--- src/rtl/output_argmax.sv ---
// Purpose : argmax over one frame of signed output-layer neuron activations;
//           reports the winning class index, its score and a frame-length error flag.
// Latency : result_valid rises the cycle after the frame-end transfer.
// Backpressure: the result is held while result_ready = 0; in_ready stays 0 meanwhile.
//
// Ports:
//   clk, reset        clock (rising edge), asynchronous active-low reset
//   in_valid/ready    input handshake; in_data is a signed activation, in_last ends a frame
//   result_valid/ready result handshake; result_class/result_score/frame_error
//                     stay stable while result_valid is high
module output_argmax #(
  parameter int num_classes = 10,
  parameter int resolution  = 8,
  parameter int index_width = $clog2(num_classes)
) (
  input  logic                         clk,
  input  logic                         reset,
  input  logic                         in_valid,
  output logic                         in_ready,
  input  logic signed [resolution-1:0] in_data,
  input  logic                         in_last,
  output logic                         result_valid,
  input  logic                         result_ready,
  output logic [index_width-1:0]       result_class,
  output logic signed [resolution-1:0] result_score,
  output logic                         frame_error
);

  typedef enum logic {
    COLLECT = 1'b0,
    RESULT  = 1'b1
  } state_t;

  localparam logic [index_width-1:0] last_idx = index_width'(num_classes - 1);

  state_t                         state;
  logic [index_width-1:0]         cnt;
  logic [index_width-1:0]         idx_reg;
  logic signed [resolution-1:0]   max_reg;
  logic                           err_reg;

  logic xfer;
  logic last_slot;
  logic frame_end;
  logic take;

  // Handshake outputs depend on the registered state only.
  assign in_ready     = (state == COLLECT);
  assign result_valid = (state == RESULT);
  assign result_class = idx_reg;
  assign result_score = max_reg;
  assign frame_error  = err_reg;

  assign xfer      = in_valid && in_ready;
  assign last_slot = (cnt == last_idx);
  // A frame ends on in_last or on the num_classes-th sample, whichever comes first,
  // so cnt never needs to go past last_idx.
  assign frame_end = xfer && (in_last || last_slot);
  // First sample of a frame always loads, so stale max_reg never needs clearing.
  // Strict compare keeps the lowest index on ties.
  assign take      = (cnt == '0) || (in_data > max_reg);

  always_ff @(posedge clk or negedge reset) begin
    if (!reset) begin
      state   <= COLLECT;
      cnt     <= '0;
      idx_reg <= '0;
      max_reg <= '0;
      err_reg <= 1'b0;
    end else begin
      case (state)
        COLLECT: begin
          if (xfer) begin
            if (take) begin
              max_reg <= in_data;
              idx_reg <= cnt;
            end
            if (frame_end) begin
              state   <= RESULT;
              cnt     <= '0;
              // Error when in_last and the expected final slot disagree.
              err_reg <= (in_last != last_slot);
            end else begin
              cnt <= cnt + index_width'(1);
            end
          end
        end
        RESULT: begin
          if (result_ready) begin
            state <= COLLECT;
          end
        end
      endcase
    end
  end

endmodule

--- config.mk ---
export PLATFORM = sky130hd
export DESIGN_NAME = output_argmax
export DESIGN_NICKNAME = d
export VERILOG_FILES = /design/src/rtl/output_argmax.sv
export SDC_FILE = /design/constraint.sdc
export NUM_CORES = 1
export LEC_CHECK = 0
export ABC_AREA = 1
export ABC_CLOCK_PERIOD_IN_PS = 1700
export BUFFER_PORTS_ARGS = -buffer_cell sky130_fd_sc_hd__clkbuf_2
export CAP_MARGIN = 15
export CORE_AREA = 4 4 47 57
export DETAILED_ROUTE_END_ITERATION = 12
export DIE_AREA = 0 0 51 61
export PLACE_DENSITY = 0.79
export RECOVER_POWER = 25
export SLEW_MARGIN = 5
export SYNTH_ARGS = -nofsm -noshare
export SYNTH_HDL_FRONTEND = slang
export SYNTH_SLANG_ARGS = --single-unit
export TNS_END_PERCENT = 1
--- constraint.sdc ---
create_clock -name clk -period 1.7 [get_ports clk]
set_input_delay 0.255 -clock clk [delete_from_list [all_inputs] [get_ports clk]]
set_output_delay 0.255 -clock clk [all_outputs]
set_load 0.05 [all_outputs]
### Yosys cells after proc, flatten, opt, wreduce, memory -nomap -nowiden

Cells that the tools add are included.

* $add $sub $neg: 1
* order comparisons: 1
* equal/unequal tests: 2
* mux-type cells: 5
* bitwise operators: 1
* reductions and logical operators: 8

Operator list (number)
* > comparator 8 bit: 1
* AND reduction 3 bit: 2
* adder 4 x 1 -> 4 bit (second input constant): 1
* equality test 4 bit (second input constant): 1
* logical NOT 4 bit: 1
* two-way mux 4 bit: 1
* two-way mux 1 bit: 3
* logical AND 1 bit: 2
* logical OR 1 bit: 2
* case mux 1 bit (2 select lines): 1
* AND reduction 2 bit: 1
* != test 1 bit: 1
* inverter 1 bit: 1

* register bits after elaboration: 18
* bits of input ports: 13
* output and inout bits: 15
* logic and storage cells: 23

### Depth between registers and ports, before layout

* depth in word-level cells: 6
* gate-level depth with buffers: 16

### Least setup slack after synthesis

Ideal clock, no wire load.

* path kind: reg-to-reg
* from: reg max_reg[5], in the netlist result_score[5]
* to: reg max_reg[2], in the netlist result_score[2]
* library setup time: 0.119 ns
* data arrival time: 1.809 ns
* required time: 1.581 ns
* slack: -0.228 ns
* cell stages (with the launch flop): 14
* buffers on the path: 1
* period minus slack after synthesis: 1.928 ns
* cell sequence: dfrtp_1 > inv_1 > ha_1 > a21oi_2 > nor2_1 > nor2_2 > nand2_1 > nand2_1 > nand3_2 > nand2_2 > nand2_2 > buf_6 > nand2_1 > nand2_1

* word-level cells in the longest chain between the ends: 3

Ends and longest elaborated chain
* start, declared: line 39 `logic signed [resolution-1:0] max_reg;`
* start signal, assigned: line 75 `max_reg <= in_data;`
* > comparator 8 bit: line 61 `assign take = (cnt == '0) || (in_data > max_reg);`
* logical OR 1 bit: line 61
* AND reduction 3 bit (no source line)

No other way between the ends.
A chain may end at the register's enable or synchronous reset.

### Worst setup path in the final report

* from: reg max_reg[3], in the netlist result_score[3]
* to: reg max_reg[7], in the netlist result_score[7]

Same word-level chain as after synthesis.

==> impl_metrics.tcl <==
set metrics [dict create \
    finalWirelength_um 2503 \
    synth-edff-count 0 \
    yosysTopAreaCellShare 0.4337 \
    fin_nets 189 \
    relSlewSlack 0.3385 \
    core_um2 2095 \
    ant_nets 0 \
    path_buf_inv 2 \
    min-delay-path-class "in -> reg" \
    cp-start-kind "register" \
    die_w_um 51 \
    vias 944 \
    first_pass_iters 4 \
    grt_pass1_wl_um 4112 \
    clkTransAtPathRegs_ns 0.11 \
    drive_gt1_frac 0.3988 \
    htreeDepth 1 \
    async_flop_share 1.000 \
    synthFlopType "dfrtp_1" \
    yosysSeqAreaShare 0.4337 \
    die_y_um 61 \
    crit_chain "inv_2 -> ha_4 -> a21oi_1 -> nand2_1 -> nand2_1 -> nand2_1 -> nand2_1 -> nand3_2 -> nand2_4 -> buf_6 -> nand3_1 -> nand2_1" \
    antenna_cells 0 \
    cp_max_fo 8 \
    irDropWorstVdd_mv 0.9406 \
    netlist_top_cells_area "dfrtp_1 (43%), ha_1 (14%), nand2_1 (14%)" \
    yosysWarnings 0 \
    endpoint_kind "register" \
    required_ns 1.94 \
    initial_core_util 0.4958 \
    netlist_instances 129 \
    synth.avg_cell_area_um2 8.050 \
    track_usage 0.1792 \
    hpwl_um 1844 \
    critical_path_arrival_ns 1.92 \
    worstSkewPairLatency_ns 0.30 \
    cts_buffers 3 \
    p_total_mw 2.665 \
    post-place-ws_ns 0.004179 \
    setup_ws_ns 0.02414 \
    path_delay_family "simple AND/OR/NAND/NOR gates" \
    placedCellCount 187 \
    grt_pass1_vias 962 \
    clock_sinks 18 \
    powerDensity_nw_per_um2 1928 \
    rsz0062_at_grt "true" \
    slowest_delay_ns 0.44 \
    grt_max_degree 19 \
    area_delta_synth_final_pct 33.13 \
    fmax_ghz 0.5967 \
    hold_viol 0 \
    root_buffer "clkbuf_4" \
    critPathSlowestCell "dfrtp_2" \
    reg2reg_depth 12 \
    synth_seq_cells 18 \
    synth_common_cells "nand2_1 (40), inv_1 (19), dfrtp_1 (18)" \
    cp_common_cell "nand2_1" \
    hold_depth 2 \
    post_drt_wl_per_cell_um 12.97 \
    cp.depth 12 \
    max_slew.worst_pin.slew_ns 0.9923 \
    whs_ns 0.1104 \
    gp_congestion 0.8820 \
    antenna_found_initial 0 \
    synth.most_common_cell "nand2_1" \
    yosysTopAreaCell "dfrtp_1" \
    dieArea_um2 3111 \
    slew_violations 0 \
    outcome "finished, final reports clean" \
    finalCriticalPeriod_ns 1.676 \
    rows 18 \
    synth_nets 154 \
    grt.overflow.total 0 \
    vias_per_cell 4.891 \
    leakagePower_nw 0.7388 \
    post_layout_nonfiller_instances 193 \
    clk_path_buf_depth 2 \
    drt-initial-drc-count 33 \
    cap_viol_max_count 0 \
    finClkSkew_ns 0.004171 \
    setup_violations 0 \
    critical_path_class "reg -> reg" \
    min_period_over_period 0.9858 \
    io_buffer_count 27 \
    cts_tree "done" \
    boundaryPins 28 \
    syn_area_um2 1038 \
    synth.distinct_cells 18 \
    drc_errors 0 \
]
flip-flops by register name (all words and copies together) (netlist names):
| name | flops |
|---|---|
| result_score | 8 |
| result_class | 4 |
| frame_error | 1 |
| result_valid | 1 |
| cnt | 4 |
layout by cell type, fill, tap and decap left out, types with 2 or more instances in the layout:
| cell type | netlist | layout |
|---|---|---|
| a21oi_1 | 3 | 3 |
| clkbuf_2 | 0 | 26 |
| nor2_1 | 6 | 5 |
| inv_1 | 19 | 13 |
| inv_2 | 0 | 5 |
| buf_6 | 1 | 2 |
| nand3_2 | 1 | 3 |
| buf_4 | 1 | 2 |
| nand2_4 | 0 | 3 |
| clkbuf_4 | 0 | 3 |
| nand2_2 | 2 | 3 |
| ha_4 | 0 | 4 |
| nand3_1 | 17 | 15 |
| dfrtp_2 | 0 | 9 |
| o21ai_0 | 3 | 3 |
| dfrtp_1 | 18 | 9 |
| ha_1 | 12 | 8 |
| nand2_1 | 40 | 37 |
report_power, final:
group	switching [mW]	leakage (nW)	internal, mW	total (mW)
sequential	0.155	0.219	0.615	0.770
clock	0.143	0.0210	0.131	0.274
combinational	1.12	0.499	0.503	1.62
path summary, 6_finish.rpt:
path                                      start               to  slack, ns
min in group asynchronous                 reset  result_class[0]       0.62
max in group asynchronous                 reset  result_score[7]       0.42
worst max register to register  result_score[3]  result_score[7]       0.02
worst min-delay path               result_ready     result_valid       0.11
worst max-delay path            result_score[3]  result_score[7]       0.02
worst min register to register  result_class[1]  result_class[1]       0.49
stage by stage:
| step | TNS, ns | util | area (µm²) |
|---|---|---|---|
| floorplan | -0.3629 | - | 1091 |
| global placement | 0 | 0.6069 | 1271 |
| CTS | 0 | 0.6314 | 1323 |
| finish | 0 | 0.6601 | 1383 |
| global route | -1.126 | 0.6601 | 1383 |
| detailed placement | 0 | 0.6069 | 1271 |
layer usage:
layer,global-route usage,up-vias,wire length (µm)
li1,-,474,-
met1,0.1954,443,1031
met2,0.3425,22,1339
met3,0.03194,5,86
met4,0.06923,0,44
met5,0,-,0
what timing repair did:
action | CTS | global route
pin swaps | 0 | 7
endpoints found under the setup margin | 3 | 12
hold buffers | 1 | 0
setup buffers | 0 | 0
gates cloned | 0 | 1
hold endpoints to repair | 18 | 0
resized for setup | 1 | 12
cell type report:
| cell class | instances | area [µm²] |
|---|---|---|
| well taps | 30 | 37.54 |
| flip-flops and latches | 18 | 461.7 |
| multi-input cells | 89 | 586.8 |
| clock buffers | 4 | 36.28 |
| repair buffers | 32 | 181.4 |
| inverters | 20 | 78.83 |
| fillers | 182 | 711.9 |
kinds of logic after synthesis:
kind of cell | synth area share
simple gates | 0.2819
buf+inv | 0.09397
flops | 0.4337
fa+ha+maj | 0.1446
compound gates | 0.03734
xor+xnor | 0.008435
Power figures use the tool's default switching activity.
